--- config.mk ---
export PLATFORM = sky130hd
export DESIGN_NAME = alu_pipe
export DESIGN_NICKNAME = d
export VERILOG_FILES = /design/src/rtl/alu_pipe.sv
export SDC_FILE = /design/constraint.sdc
export NUM_CORES = 1
export LEC_CHECK = 0
export CAP_MARGIN = 10
export CORE_MARGIN = 10
export CORE_UTILIZATION = 35
export CTS_CLUSTER_DIAMETER = 120
export CTS_CLUSTER_SIZE = 12
export DETAILED_ROUTE_END_ITERATION = 8
export GPL_ROUTABILITY_DRIVEN = 0
export SLEW_MARGIN = 20
export SYNTH_ARGS = -nofsm -noshare
export SYNTH_HDL_FRONTEND = slang
export SYNTH_SLANG_ARGS = --single-unit
--- constraint.sdc ---
create_clock -name clk -period 2.1 [get_ports clk]
set_clock_uncertainty 0.05 [all_clocks]
set_input_delay 0.21 -clock clk [delete_from_list [all_inputs] [get_ports clk]]
set_output_delay 0.21 -clock clk [all_outputs]
set_load 0.01 [all_outputs]
--- src/rtl/alu_pipe.sv ---
// alu_pipe: pipelined signed ALU with credit-gated result FIFO; define ALU_SAT_EN to saturate ADD/SUB
module alu_pipe #(
    parameter int W     = 5,
    parameter int LAT   = 2,
    parameter int DEPTH = 4
) (
    input  logic                clk,
    input  logic                rst_n,
    input  logic                ALU_en,
    input  logic                in_valid,
    output logic                in_ready,
    input  logic signed [W-1:0] A,
    input  logic signed [W-1:0] B,
    input  logic                a_en,
    input  logic [2:0]          a_op,
    input  logic                b_en,
    input  logic [1:0]          b_op,
    input  logic                C_ready,
    output logic                C_en,
    output logic signed [W:0]   C,
    output logic                err
);
    localparam int AW = $clog2(DEPTH);
    localparam int CW = $clog2(DEPTH + LAT + 1);

    logic signed [W:0] w_sa, w_sb, w_res;
    logic [W-1:0]      w_x, w_n, w_o;
    logic              w_err, w_acc, w_push, w_pop;
    logic [CW-1:0]     w_infl;
    logic [W+1:0]      w_head;

    logic [LAT-1:0]    r_pv;
    logic [W:0]        r_pd [LAT];
    logic              r_pe [LAT];
    logic [W+1:0]      r_mem [DEPTH];
    logic [AW-1:0]     r_wp, r_rp;
    logic [CW-1:0]     r_cnt;

    always_comb begin
        w_sa  = {A[W-1], A};
        w_sb  = {B[W-1], B};
        w_x   = A ^ B;
        w_n   = A & B;
        w_o   = A | B;
        w_res = '0;
        w_err = 1'b0;
        if (a_en && b_en) w_err = 1'b1;
        else if (a_en) begin
            case (a_op)
                3'd0:    w_res = w_sa + w_sb;
                3'd1:    w_res = w_sa - w_sb;
                3'd2:    w_res = {w_x[W-1], w_x};
                3'd3:    w_res = {w_n[W-1], w_n};
                3'd4:    w_res = {w_o[W-1], w_o};
                3'd5:    w_res = {~w_x[W-1], ~w_x};
                3'd6:    w_res = {~w_n[W-1], ~w_n};
                default: w_err = 1'b1;
            endcase
`ifdef ALU_SAT_EN
            if (a_op < 3'd2 && w_res[W] != w_res[W-1]) begin
                w_res = w_res[W] ? {2'b11, {(W-1){1'b0}}} : {2'b00, {(W-1){1'b1}}};
                w_err = 1'b1;
            end
`endif
        end else if (b_en) begin
            case (b_op)
                2'd0:    w_res = (W+1)'(A == B);
                2'd1:    w_res = (W+1)'(A > B);
                2'd2:    w_res = (W+1)'(A < B);
                default: w_res = (A > B) ? w_sa : w_sb;
            endcase
        end
    end

    always_comb begin
        w_infl = '0;
        for (int i = 0; i < LAT; i++) w_infl = w_infl + CW'(r_pv[i]);
    end

    assign in_ready = ALU_en && !rst_n && (r_cnt + w_infl < CW'(DEPTH));
    assign w_acc    = in_valid && in_ready;
    assign w_push   = ALU_en && r_pv[LAT-1];
    assign w_pop    = C_en && C_ready;
    assign w_head   = r_mem[r_rp];
    assign C_en     = ALU_en && (r_cnt != '0);
    assign C        = C_en ? w_head[W:0] : '0;
    assign err      = C_en && w_head[W+1];

    always_ff @(posedge clk or posedge rst_n) begin
        if (rst_n) begin
            r_pv  <= '0;
            r_wp  <= '0;
            r_rp  <= '0;
            r_cnt <= '0;
        end else if (ALU_en) begin
            r_pv[0] <= w_acc;
            for (int i = 1; i < LAT; i++) r_pv[i] <= r_pv[i-1];
            if (w_push) r_wp <= r_wp + 1'b1;
            if (w_pop) r_rp <= r_rp + 1'b1;
            r_cnt <= r_cnt + CW'(w_push) - CW'(w_pop);
        end
    end

    always_ff @(posedge clk) begin
        if (ALU_en) begin
            r_pd[0] <= w_res;
            r_pe[0] <= w_err;
            for (int i = 1; i < LAT; i++) begin
                r_pd[i] <= r_pd[i-1];
                r_pe[i] <= r_pe[i-1];
            end
            if (w_push) r_mem[r_wp] <= {r_pe[LAT-1], r_pd[LAT-1]};
        end
    end
endmodule

### After elaboration in Yosys (flattened, before gate mapping)

Memories as Yosys holds them, arrays and structs flattened.
Cells that the tools add are included.

* bits in registers: 9
* RAM bits: 42
* input bits: 22
* output and inout port bits: 9
* memories kept: 3

Memory list
* r_mem: words 4, bits a word 7, read ports 1, clocked after Yosys merged registers in 0, write ports 1, line 35 `logic [W+1:0] r_mem [DEPTH];`
* r_pd: words 2, bits a word 6, read ports 2, clocked after Yosys merged registers in 0, write ports 2, line 33 `logic [W:0] r_pd [LAT];`
* r_pe: words 2, bits a word 1, read ports 2, clocked after Yosys merged registers in 0, write ports 2, line 34 `logic r_pe [LAT];`

* add/sub/neg operators: 8
* magnitude comparators: 3
* equal/unequal tests: 9
* muxes and demuxes: 15
* bitwise gates (word level): 7
* reductions and logical operators: 15

Operator list (number)
* one-hot mux 6 bit (7 select lines): 1
* 2-to-1 mux 6 bit: 5
* one-hot mux 6 bit (3 select lines): 1
* inverter 5 bit: 2
* equality test 3 bit (second input constant): 3
* logical AND 1 bit: 8
* 2-to-1 mux 1 bit: 8
* OR reduction 7 bit: 1
* adder 5 x 5 -> 6 bit: 1
* equality test 3 x 2 -> 1 bit (second input constant): 2
* subtractor 5 x 5 -> 6 bit: 1
* AND 5 bit: 1
* equality test 5 bit: 1
* greater-than comparator 5 bit: 1
* < comparator 5 bit: 1
* bitwise OR 5 bit: 1
* bitwise XOR 5 bit: 1
* adder 2 x 1 -> 2 bit (second input constant): 2
* AND reduction 2 bit: 2
* adder 3 x 1 -> 3 bit: 1
* adder 3 x 2 -> 3 bit: 1
* equality test 3 x 1 -> 1 bit (second input constant): 1
* zero test 3 bit: 1
* < comparator 3 bit (second input constant): 1
* other kinds (8): 9

### Logic depth before layout (Yosys ltp)

* depth in word-level cells: 6
* gate-level depth with buffers: 11

### Worst setup path after synthesis

OpenSTA, ideal clock, no wires.

* path type: flip-flop to flip-flop
* from: reg r_cnt[1]
* to: reg r_cnt[2]
* arrival: 2172 ps
* required time: 1927 ps
* slack: -245 ps
* cell stages (with the launch flop): 12
* buffers on the path: 0
* period minus slack after synthesis: 2345 ps
* path through: dfrtp_1 -> nor3_1 -> nor2_1 -> and2_1 -> ha_1 -> inv_1 -> ha_1 -> inv_1 -> fa_1 -> xor2_1 -> nand2_1 -> xnor2_1

* longest elaborated chain between the ends: 4
* elaborated cells on any way between the ends: 5
* those cells by class: 2 x add/sub; 3 x reduce/logical

RTL lines
* start: declaration: line 37 `logic [CW-1:0] r_cnt;`
* start signal: assignment: line 100 `r_cnt <= r_cnt + CW'(w_push) - CW'(w_pop);`
* nonzero test 3 bit: line 85 `assign C_en = ALU_en && (r_cnt != '0);`
* logical AND 1 bit: line 85
* via C_en: line 19 `output logic C_en,`
* logical AND 1 bit: line 83 `assign w_pop = C_en && C_ready;`
* subtractor 3 x 1 -> 3 bit: line 100

The timed path passes the listed nets, and every way through them passes these cells.
A chain may end at the register's enable or synchronous reset.

### Final worst setup path

* from: reg r_cnt[1]
* to: reg r_cnt[2]

* longest elaborated chain between the ends: 4
* elaborated cells on any way between the ends: 5
* those cells by class: 2 x add/sub; 3 x reduce/logical

RTL lines (line)
* branches (longest 3 deep; another with adder 3 x 1 -> 3 bit)
* subtractor 3 x 1 -> 3 bit (*): 100

Mark *: on every way between the ends.

==> results.md <==
- Iteration-0 DRC count of the detailed router: 129
- Clk_lat worst skew: 0.29 ns
- Start of the worst register-to-register path: r_cnt[1]
- Xor-xnor portion of the synthesized cell area: 2.02%
- Synth Net Count: 295
- Syn_area_per_cell: 12.2 um2
- Total via count after detailed routing: 2163
- Total power density per cell area: 770 mW/mm2
- HPWL reported at the end of detailed placement: 4.88 mm
- DRC violation count after routing: 0
- Fillers: 753
- CP peak stage delay: 0.43 ns
- Switching pwr: 920 uW
- Die span in x: 113 um
- Count of port buffers added during placement: 30
- Most used flip-flop cell after synthesis: edfxtp_1
- Overall routing resource usage: 10.3%
- Total setup violations reported at the end of the flow: 0
- Slew at the pin closest to its max-slew limit: 0.436 ns
- Setup crit end kind: register
- Final min period: 2.07 ns
- TritonCTS clock tree: yes
- Post-route cell area: 0.00408 mm2
- Average wire length per cell after detail routing: 15.0 um
- Startpoint kind of the worst setup timing path: register
- Clock sinks: 51
- Worst slack on hold paths: 0.194 ns
- Clk pwr share: 21.2%
- Clock tree root driver cell: clkbuf_8
- Number of buffers inserted during clock tree synthesis: 5
- Nets: 376
- Standard-cell rows: 33
- Leakage power summed over all cells: 0.00173 uW
- Finished Core Util: 48.9%
- Most common cell after layout, fill and taps aside: buf_4
- Post-synthesis compound-gate area fraction: 12.2%
- Crit Path Category: reg2reg
- Number of enable flip-flop cells after synthesis: 42
- Max Buffers Root-to-Sink: 2
- Yosys warnings: 0
- Most used cells in the layout excluding fill and tap cells: 54 x buf_4, 42 x edfxtp_1, 20 x inv_1
- Max-cap viol count: 0
- Slack of the worst reg-to-reg path: 0.03 ns
- GRT overflow: 0
- Unrepaired setup endpoints after global routing: yes
- Total Routed Length: 6.54 mm
- Syn-to-layout area delta: 34.4%
- Register-to-Register Path Depth: 11
- Final Hold Vio Count: 0
- VDD IR max: 0.332 mV
- Dpl cell area: 0.00383 mm2
- Largest cells by area after synthesis: edfxtp_1 42%, ha_1 9.1%, dfrtp_1 7.4%, mux4_2 5.2%, inv_1 3.6%
- Vias/cell: 4.97
- Total Die Area: 0.0128 mm2
- Area occupied by registers: 0.00149 mm2
- Arrival time worst endpoint: 2.20 ns
- Worst slew margin relative to its limit: 70.8%
- Share of cell area taken by muxes after synthesis: 8.87%
- Proportion of layout cells with a drive suffix above 1: 33.6%
- Initial antenna violation count: 0
- Total iterations of the first detailed-routing run: 4
- Post-synthesis cell type count: 54
- Critical path data required time: 2.24 ns
- Effective utilization at floorplan: 36.4%
- Pint: 2220 uW
- Synth Register Bits: 51
- H-tree depth reported by CTS: 2
- Achievable Freq: 484 MHz
- Post-CTS Hold Buffers: 0
- Register area share after synthesis: 49.0%
- Final-report max-slew violation count: 0
- Basic-gate share of the synthesized area counting and, or, nand and nor cells: 10.8%
- Antenna Violating Nets Remaining: 0
- Proportion of register bits with asynchronous set or reset after synthesis: 17.6%
- Tcrit/Tclk final: 98.3%
- Run status: complete, no violations
- Crit path max-delay cell type: dfrtp_2
- Switching power share of the total: 29.3%
- Number of standard cells after synthesis: 248
- Maximum fanout along the worst path: 2
- Part of the power in combinational logic: 35.8%
- Endpoint of the worst register-to-register path: r_cnt[2]
- Via count of the first global-routing pass: 2293
- Post-synthesis share of cell area spent on full adders, half adders and majority gates: 11.1%
- Fraction of synthesized cell area taken by the top area cell type: 41.6%
- Number of top-level pins: 31
- Hold WC Path Type: in2async
- Number of antenna cells inserted: 0
- Area of combinational cells with multiple inputs: 0.00151 mm2
- Area of the core: 0.00834 mm2
- Wire length of the first global-routing pass: 11.0 mm
- Clock slew at reported path FFs: 0.09 ns
- Largest net degree at the start of global routing: 25
- Most area-hungry cell type in the Yosys netlist: edfxtp_1
- Power share of the sequential group: 43.0%
- Post-Synthesis Cell Area: 0.00303 mm2
- Main combinational cell family by area after synthesis: compound AO/OA/AOI/OAI gates
- Die Span Y: 113 um
- Critical-path cell list: nor3_4 -> nor2_2 -> and2_4 -> ha_4 -> inv_2 -> ha_4 -> inv_2 -> fa_2 -> xor2_1 -> nand2_1 -> xnor2_1
-- per-stage QoR --
stage	setup TNS [ns]	total power, uW	std cells	worst slack, ns
after floorplan	-0.0333	2020	248	-0.0333
after global placement	-3.55	2460	421	-0.566
after detailed placement	-3.78	2480	421	-0.589
after CTS	0	3130	433	0.00635
after global routing	-0.150	3360	435	-0.150
final	0	3140	435	0.0349
-- sequential cells by signal (all words and copies together) (netlist names) --
| signal | count |
|---|---|
| r_pd | 12 |
| r_wp | 2 |
| r_cnt | 3 |
| r_pe | 2 |
| r_pv | 2 |
| r_rp | 2 |
| r_mem | 28 |
-- kinds of logic after synthesis --
| family | Yosys count |
|---|---|
| DFF | 51 |
| AOI/OAI and AO/OA | 49 |
| buffers and inverters | 41 |
| xor gates and xnor gates | 7 |
| and+or+nand+nor | 57 |
| adders and majority gates | 25 |
| muxes | 18 |
-- worst max-delay path, delay by kind of cell (launching register included) --
kind / cells / cell delay, ns
and+or+nand+nor: 4 / 0.47
buffers and inverters: 2 / 0.08
adders and majority gates: 3 / 0.66
xor gates and xnor gates: 2 / 0.26
DFF: 1 / 0.43
-- per-layer routing --
metal  wire [um]  GRT usage, %
met2        3230          17.8
met5           0             0
met1        2950          12.3
met3         271          2.11
met4          98          3.72
-- cells in the mapped netlist, types with 2 or more instances --
| master | count |
|---|---|
| a31oi_1 | 3 |
| o211ai_1 | 2 |
| nor2b_1 | 7 |
| a22o_1 | 2 |
| fa_1 | 3 |
| mux2i_1 | 10 |
| xor2_1 | 3 |
| and2_1 | 9 |
| nand2b_1 | 3 |
| buf_6 | 3 |
| buf_2 | 3 |
| a21o_1 | 3 |
| and3_1 | 4 |
| edfxtp_1 | 42 |
| o22ai_1 | 4 |
| a21oi_1 | 8 |
| nand3_1 | 2 |
| o21ai_0 | 5 |
| clkbuf_1 | 5 |
| nand2_1 | 10 |
| nor4_1 | 3 |
| o221ai_1 | 2 |
| xnor2_1 | 4 |
| or3_1 | 2 |
| o32ai_1 | 3 |
| mux4_2 | 7 |
| ha_1 | 22 |
| a2111oi_0 | 2 |
| nor3_1 | 8 |
| dfrtp_1 | 9 |
| inv_1 | 29 |
| nor2_1 | 4 |
-- power by group through the flow --
stage	registers [uW]	logic, uW	clock network (uW)
detailed placement	1360	1110	0
CTS	1340	1110	675
global route	1370	1260	732
finish	1350	1130	666
floorplan	1320	695	0
global placement	1360	1100	0
-- worst max-delay path by stage --
stage	start	to	slack, ns
floorplan	r_cnt[1]	r_cnt[2]	-0.03
global placement	A[1]	r_pd[0][3]	-0.57
detailed placement	A[0]	r_pd[0][4]	-0.59
CTS	r_pv[0]	in_ready	0.006
global route	r_cnt[1]	r_cnt[2]	-0.15
finish	r_cnt[1]	r_cnt[2]	0.03
-- layout make-up --
class	instances	area share, %
Tap cell	105	3.22
Clock inverter	3	1.07
Inverter	29	2.67
Clock buffer	5	1.69
Sequential cell	51	36.5
Timing Repair Buffer	86	17.9
Multi-Input combinational cell	156	37.0
-- repair_timing --
action	CTS	global route
endpoints found under the setup margin	15	10
pin swaps	12	6
resized for setup	38	17
hold endpoints to repair	0	0
buffers inserted	4	2
Power figures use the tool's default switching activity.
